### src/rtl/mem_dump_reader.sv
// mem_dump_reader: walks a block of 32-bit words in a synchronous-read data
// memory and streams each word, tagged with its byte address, over a
// valid/ready output interface. One beat is produced per READ/WAIT/SEND pass.
//
// Ports
//   clk          : single clock, rising edge
//   reset        : asynchronous active-low reset
//   start        : begin a dump (only honoured in IDLE)
//   base_addr    : byte address of the first word, captured on start
//   word_count   : number of words to read, captured on start
//   abort        : terminate the current dump (honoured in READ/WAIT/SEND)
//   mem_rd_en    : data-memory read strobe
//   mem_address  : data-memory byte address
//   mem_rd_data  : data-memory read data, one cycle after the address
//   dout_valid   : output beat valid
//   dout_ready   : downstream acceptance
//   dout_addr    : address of the current beat
//   dout_data    : memory word of the current beat
//   busy         : high in every state but IDLE
//   done         : one-cycle pulse when a dump ends (completion or abort)
module mem_dump_reader #(
  parameter int unsigned COUNT_W = 8
) (
  input  logic               clk,
  input  logic               reset,
  input  logic               start,
  input  logic [31:0]        base_addr,
  input  logic [COUNT_W-1:0] word_count,
  input  logic               abort,
  output logic               mem_rd_en,
  output logic [31:0]        mem_address,
  input  logic [31:0]        mem_rd_data,
  output logic               dout_valid,
  input  logic               dout_ready,
  output logic [31:0]        dout_addr,
  output logic [31:0]        dout_data,
  output logic               busy,
  output logic               done
);

  typedef enum logic [2:0] {
    IDLE = 3'd0,
    READ = 3'd1,
    WAIT = 3'd2,
    SEND = 3'd3,
    DONE = 3'd4
  } state_t;

  state_t             r_state;
  state_t             w_next;
  logic [31:0]        r_addr;
  logic [COUNT_W-1:0] r_remaining;
  logic [31:0]        r_data;

  logic w_accept;
  logic w_xfer;

  assign w_accept = (r_state == IDLE) && start;
  assign w_xfer   = (r_state == SEND) && dout_ready;

  // Next-state logic. A beat that transfers in the same cycle as abort still
  // counts; either way SEND then leaves for DONE.
  always_comb begin
    w_next = r_state;
    unique case (r_state)
      IDLE: begin
        if (start) begin
          w_next = (word_count == '0) ? DONE : READ;
        end
      end
      READ: w_next = abort ? DONE : WAIT;
      WAIT: w_next = abort ? DONE : SEND;
      SEND: begin
        if (w_xfer) begin
          w_next = (abort || (r_remaining == COUNT_W'(1))) ? DONE : READ;
        end else if (abort) begin
          w_next = DONE;
        end
      end
      DONE:    w_next = IDLE;
      default: w_next = IDLE;
    endcase
  end

  always_ff @(posedge clk or negedge reset) begin
    if (!reset) begin
      r_state <= IDLE;
    end else begin
      r_state <= w_next;
    end
  end

  // Address and remaining counter: loaded on start, stepped on every transfer.
  always_ff @(posedge clk or negedge reset) begin
    if (!reset) begin
      r_addr      <= '0;
      r_remaining <= '0;
    end else if (w_accept) begin
      r_addr      <= base_addr;
      r_remaining <= word_count;
    end else if (w_xfer) begin
      r_addr      <= r_addr + 32'd4;
      r_remaining <= r_remaining - COUNT_W'(1);
    end
  end

  // Memory data arrives during WAIT; it is held for the whole SEND phase.
  always_ff @(posedge clk or negedge reset) begin
    if (!reset) begin
      r_data <= '0;
    end else if (r_state == WAIT) begin
      r_data <= mem_rd_data;
    end
  end

  // All outputs decode registered state, so reset clears them immediately.
  assign mem_rd_en   = (r_state == READ);
  assign mem_address = r_addr;
  assign dout_valid  = (r_state == SEND);
  assign dout_addr   = r_addr;
  assign dout_data   = r_data;
  assign busy        = (r_state != IDLE);
  assign done        = (r_state == DONE);

endmodule

### config.mk
export PLATFORM = sky130hd
export DESIGN_NAME = mem_dump_reader
export DESIGN_NICKNAME = d
export VERILOG_FILES = /design/src/rtl/mem_dump_reader.sv
export SDC_FILE = /design/constraint.sdc
export NUM_CORES = 1
export LEC_CHECK = 0
export ABC_AREA = 1
export ABC_CLOCK_PERIOD_IN_PS = 4650
export CAP_MARGIN = 20
export CORE_MARGIN = 3
export CORE_UTILIZATION = 30
export DETAILED_ROUTE_END_ITERATION = 8
export GPL_TIMING_DRIVEN = 1
export SYNTH_ARGS = -nofsm -noshare
export SYNTH_HDL_FRONTEND = slang
export SYNTH_SLANG_ARGS = --single-unit
### constraint.sdc
create_clock -name clk -period 4.65 [get_ports clk]
set_input_delay 0.93 -clock clk [delete_from_list [all_inputs] [get_ports clk]]
set_output_delay 0.93 -clock clk [all_outputs]
set_load 0.02 [all_outputs]
==> results of run 1 <==
-- state kept, by name (all words and copies together) (netlist names) --
register / flops
r_remaining: 8
r_state: 3
dout_data: 32
dout_addr: 32
-- kinds of logic after synthesis --
logic type / Yosys count / synth area share
AND/OR/NAND/NOR: 393 / 0.375
buffers and inverters: 107 / 0.130
flip-flops: 75 / 0.419
AO/OA/AOI/OAI: 44 / 0.0601
XOR/XNOR: 4 / 0.00783
adder cells (fa/ha/maj): 3 / 0.00839
-- report_power, final --
group          internal [W]  total [W]  switching [W]
combinational       0.00113    0.00256        0.00142
sequential         0.000981    0.00136       0.000377
clock              0.000480   0.000761       0.000281
total               0.00259    0.00468        0.00208
-- layout make-up --
type	instances	area [um2]
clock buffer	10	239
clock inverter	5	77.6
fill	1425	8130
inverter	59	226
multi-input combinational	444	2020
sequential	75	1880
tap	184	230
timing repair buffer	179	1790
-- how the worst max path moves through the flow --
stage	start	cells past startpoint	slack (ns)	end
finish	r_state[2]	3	1.94	done
global route	r_state[2]	3	1.85	done
CTS	r_state[2]	3	1.93	done
detailed placement	dout_ready	6	1.69	dout_addr[10]
global placement	dout_ready	6	1.73	dout_addr[10]
floorplan	r_state[2]	2	2.71	done
-- critical path: stages (launching register included) --
cell             delay [ns]
dfrtp_1                0.52
inv_1                  0.09
nor3_1                 0.16
clkdlybuf4s50_1        0.66
-- per-stage QoR --
| step | cell area [um2] | utilization | hold WS, ns | total power [W] |
|---|---|---|---|---|
| CTS | 6440 | 0.442 | 0.480 | 0.00473 |
| detailed placement | 6130 | 0.420 | 0.465 | 0.00394 |
| finish | 6460 | 0.443 | 0.483 | 0.00468 |
| global route | 6460 | 0.443 | 0.509 | 0.00504 |
| floorplan | 4480 | - | 0.489 | 0.00294 |
| global placement | 6130 | 0.420 | 0.461 | 0.00390 |
-- cell usage in the layout (no fill, tap or decap), types with 2 or more instances in the layout --
cell and count:
nand2_1 258, o211ai_1 12, xnor2_1 3, a21oi_1 4, ha_1 3, nand4_1 4, clkbuf_16 9, o21ai_1 13
o21ai_0 7, dfrtp_1 75, bufinv_16 2, buf_4 3, inv_4 2, nand3_2 3, nor2_1 46, nor2_2 7
o21bai_1 7, nand2_2 10, clkinv_2 2, nand2_4 2, nand3_1 57, inv_1 56, clkdlybuf4s50_1 175
-- per-layer routing --
metal | vias up | wire length [um]
met4 | 0 | 312
met1 | 2026 | 5970
met3 | 20 | 1360
li1 | 2201 | -
met2 | 193 | 6190
met5 | - | 0
==> results.toml, run 1 <==
[outcome]
status = "completed"

[logic_synthesis]
synth_seq_area_share = 0.419
postSynthNetCount = 706
netlist_instances = 626
synth-edff-count = 0
syn_area_mm2 = 0.00448
synth.top_cells.by_area = "dfrtp_1, nand2_1, nand3_1"
synth_largest_area_cell = "dfrtp_1"
synth_top_cell_area_share = 0.419
list_of_most_frequent_post_synthesis_cells = "nand2_1, dfrtp_1, nand3_1"
synth-async-reset-ratio = 1.00
yosysWarningCount = 0
ys_seq_elements = 75
syn-mean-instance-area_um2 = 7.15
yosys.cell_types.count = 32
synth_ff_type = "dfrtp_1"
synth_most_common_cell = "nand2_1"

[global_routing]
number_of_antenna_violations_at_the_first_check_in_global_routing = 0
track_usage = 0.174
grt_pass1_wl_mm = 22.5
grt_start_max_net_pins = 76
grtUsageMet2 = 0.273
grt_pass1_vias = 4408
gr-max-usage-layer = "met2"
global_route.usage.met3 = 0.0663
grt-ovfl-total = 0
met1_usage = 0.218

[placement]
dp_slack_ns = 1.69
number_of_buffers_inserted_by_port_buffering = 176
gpl.final_weighted_congestion = 0.851
dp_cells = 940
detailed_place_hpwl_mm = 10.1

[timing]
clock-skew-final_ns = 0.00684
grt_setup_unrepaired = "no"
setup_slack_ns = 1.94
timing_max_transition_violations_final = 0
layout_min_cycle_time_ns = 2.71
fmax_ghz = 0.370
finalSetupViolations = 0
final_hold_viol_count = 0
worstMarginPinSlew_ns = 1.03
fin_crit_sh = 0.582
timing.max_slew.rel_slack = 0.310
totalNegativeSetupSlack_ns = 0

[cells_and_area]
finalNetCount = 848
antenna_cells_inserted = 0
post_layout_nonfiller_instances = 956
p_r_area_growth_vs_syn_pct = 44.4
final_layout_size_suffix_gt1_frac = 0.0609

[clock_network]
cts_max_level = 3
clockBufferDepth = 2
cts_inserted_buffers = 9
post-cts-setup-buffer-count = 0
post_cts_resized = 0
clk_pin_slew_ns = 0.06
clock_tree.root_cell = "clkbuf_16"
insertion_delay_ns = 0.34
post_cts_hold_buffers = 0
clock_tree_from_tritoncts = "yes"
clock_sink_count = 75

[critical_path]
timing.rr.end = "r_state[0]"
r2r_slack_ns = 2.50
criticalPathCategory = "reg -> out"
critical_path_peak_fanout = 5
critical_path_arrival_ns = 1.78
r2r.worst_path.cells = 8
worst_r2r_startpoint = "r_state[2]"
worstSetupStartpointType = "register"
end_kind = "primary output"
critPathRequiredTime_ns = 3.72

[routing]
wl_per_cell_um = 14.5
drt.antenna.violating_nets = 0
drt_wl_total_mm = 13.8
drt_iter0_markers = 218
detail_route.vias_per_cell = 4.64
remaining_routing_drc_violations = 0
drt-pass1-iter-count = 4
routed-via-count = 4440

[hold_path]
hold-path-endpoint = "dout_data[23]"
min_path_type = "reg -> reg"
hold-path-cell-count = 2
min-delay-start = "dout_data[23]"

[floorplanning]
io_pins = 177
rows = 44
floorplan.initialDensity = 0.307
die_ar_mm2 = 0.0164
vertical_extent_of_the_die_um = 128
die-width_um = 128
floorplan.core_area_mm2 = 0.0146

[pwr]
p_per_area_mw_per_mm2 = 724
max-vdd-ir-drop_uv = 335
static_leakage_nw = 2.91

[flow_run]
max_cap_viols = 0
Power figures use the tool's default switching activity.
==> run 2, diff against run 1 <==
--- a/config.mk
+++ b/config.mk
@@ -6,7 +6,7 @@
 export NUM_CORES = 1
 export LEC_CHECK = 0
 export ABC_AREA = 1
-export ABC_CLOCK_PERIOD_IN_PS = 4650
+export ABC_CLOCK_PERIOD_IN_PS = 2470
 export CAP_MARGIN = 20
 export CORE_MARGIN = 3
 export CORE_UTILIZATION = 30
==> constraint.sdc (replaced) <==
create_clock -name clk -period 2.47 [get_ports clk]
set_input_delay 0.494 -clock clk [delete_from_list [all_inputs] [get_ports clk]]
set_output_delay 0.494 -clock clk [all_outputs]
set_load 0.02 [all_outputs]
==> results.toml, run 2 (synthesis gave the netlist of run 1 again) <==
[timing]
finalSetupViolations = 0
layout_min_cycle_time_ns = 2.28
totalNegativeSetupSlack_ns = 0
clock-skew-final_ns = 0.00576
timing_max_transition_violations_final = 0
worstMarginPinSlew_ns = 0.453
timing.max_slew.rel_slack = 0.698
fmax_ghz = 0.439
final_hold_viol_count = 0
grt_setup_unrepaired = "no"
fin_crit_sh = 0.923
setup_slack_ns = 0.191

[placement]
detailed_place_hpwl_mm = 10.3
dp_slack_ns = 0.484
placed_area_mm2 = 0.00617
gpl.final_weighted_congestion = 0.835
number_of_buffers_inserted_by_port_buffering = 176

[critical_path]
worstSetupStartpointType = "register"
slowest_cp_cell = "clkdlybuf4s50_1"
critPathRequiredTime_ns = 1.98
criticalPathCategory = "reg -> out"
r2r.worst_path.cells = 8
crit_path_cell_chain = "inv_1, nor3_1, clkdlybuf4s50_1"
critical_path_arrival_ns = 1.78
worst_path_largest_cell_delay_ns = 0.66
r2r_slack_ns = 0.64
timing.rr.end = "dout_addr[30]"
end_kind = "primary output"
worst_r2r_startpoint = "dout_addr[2]"
critical_path_peak_fanout = 5

[clock_network]
post-cts-setup-buffer-count = 0
cts_max_level = 3
post_cts_resized = 0
clk_pin_slew_ns = 0.06
clock_tree.root_cell = "clkbuf_16"
clock_sink_count = 75
insertion_delay_ns = 0.34
cts_inserted_buffers = 9
post_cts_hold_buffers = 0
clockBufferDepth = 2
clock_tree_from_tritoncts = "yes"

[cells_and_area]
mostFrequentLayoutCell = "nand2_1"
fillerInstances = 1443
p_r_area_growth_vs_syn_pct = 43.8
layout.cells.most_common_list = "nand2_1, clkdlybuf4s50_1, dfrtp_1, nand3_1, inv_1"
finalNetCount = 849
final_layout_size_suffix_gt1_frac = 0.0609
final_util = 0.441
fin_area_mm2 = 0.00643
antenna_cells_inserted = 0

[routing]
remaining_routing_drc_violations = 0
wl_per_cell_um = 14.4
drt.antenna.violating_nets = 0
routed-via-count = 4431
drt-pass1-iter-count = 6
drt_wl_total_mm = 13.8
detail_route.vias_per_cell = 4.63
drt_iter0_markers = 180

[global_routing]
track_usage = 0.169
grt-ovfl-total = 0
number_of_antenna_violations_at_the_first_check_in_global_routing = 1
grt_pass1_vias = 4338
grt_pass1_wl_mm = 21.9
grt_start_max_net_pins = 58

[floorplanning]
floorplan.initialDensity = 0.307
io_pins = 177
die_ar_mm2 = 0.0164
rows = 44
vertical_extent_of_the_die_um = 128
floorplan.core_area_mm2 = 0.0146
die-width_um = 128

[pwr]
p_per_area_mw_per_mm2 = 1340
fin_total_pwr_w = 0.00860
max-vdd-ir-drop_uv = 688
static_leakage_nw = 2.90

[flow_run]
max_cap_viols = 0

[hold_path]
min_path_type = "in -> async"

[outcome]
status = "completed"
-- run 2: changes by cell type in the layout (fill, tap and decap cells not counted), sizes merged --
cell / delta
clkbuf: +1
clkinvlp: -1
clkinv: +1
buf: +1
bufinv: -2
-- run 2: through the flow --
step	hold slack (ns)	instances
after global placement	0.402	942
after CTS	0.0420	956
after global routing	0.0555	956
final	0.0430	956
after floorplan	0.198	626
after detailed placement	0.411	942
-- run 2: cell type report --
class,count,area (um2),area share
clock buffers,11,253,0.0393
clock inverters,3,15.0,0.00233
inverters,59,226,0.0352
multi-input cells,444,2020,0.314
flip-flops and latches,75,1880,0.292
well taps,184,230,0.0358
repair buffers,180,1810,0.282
-- run 2: where the power goes --
group | leakage, nW | internal, W | switching [W]
Combinational | 1.84 | 0.00214 | 0.00266
Sequential | 0.921 | 0.00185 | 0.000701
Clock | 0.137 | 0.000719 | 0.000528
-- run 2: layer usage --
| metal | track usage | share of wire | vias up |
|---|---|---|---|
| li1 | - | - | 2209 |
| met1 | 0.202 | 0.43 | 2035 |
| met2 | 0.274 | 0.45 | 163 |
| met3 | 0.0696 | 0.10 | 22 |
| met4 | 0.0630 | 0.018 | 2 |
| met5 | 0 | 0.00051 | - |
-- run 2: critical path, delay by kind of cell, from the launching register on --
| family | cells | cell delay (ns) |
|---|---|---|
| and+or+nand+nor | 1 | 0.17 |
| DFF | 1 | 0.52 |
| buffers and inverters | 2 | 0.76 |
-- run 2: how the worst max path moves through the flow --
stage | endpoint | depth (start not counted) | slack (ns) | start
floorplan | dout_addr[26] | 8 | 0.84 | dout_addr[2]
global placement | dout_addr[6] | 6 | 0.53 | start
detailed placement | dout_addr[4] | 6 | 0.48 | start
CTS | done | 3 | 0.16 | r_state[2]
global route | done | 3 | 0.12 | r_state[2]
finish | done | 3 | 0.19 | r_state[2]
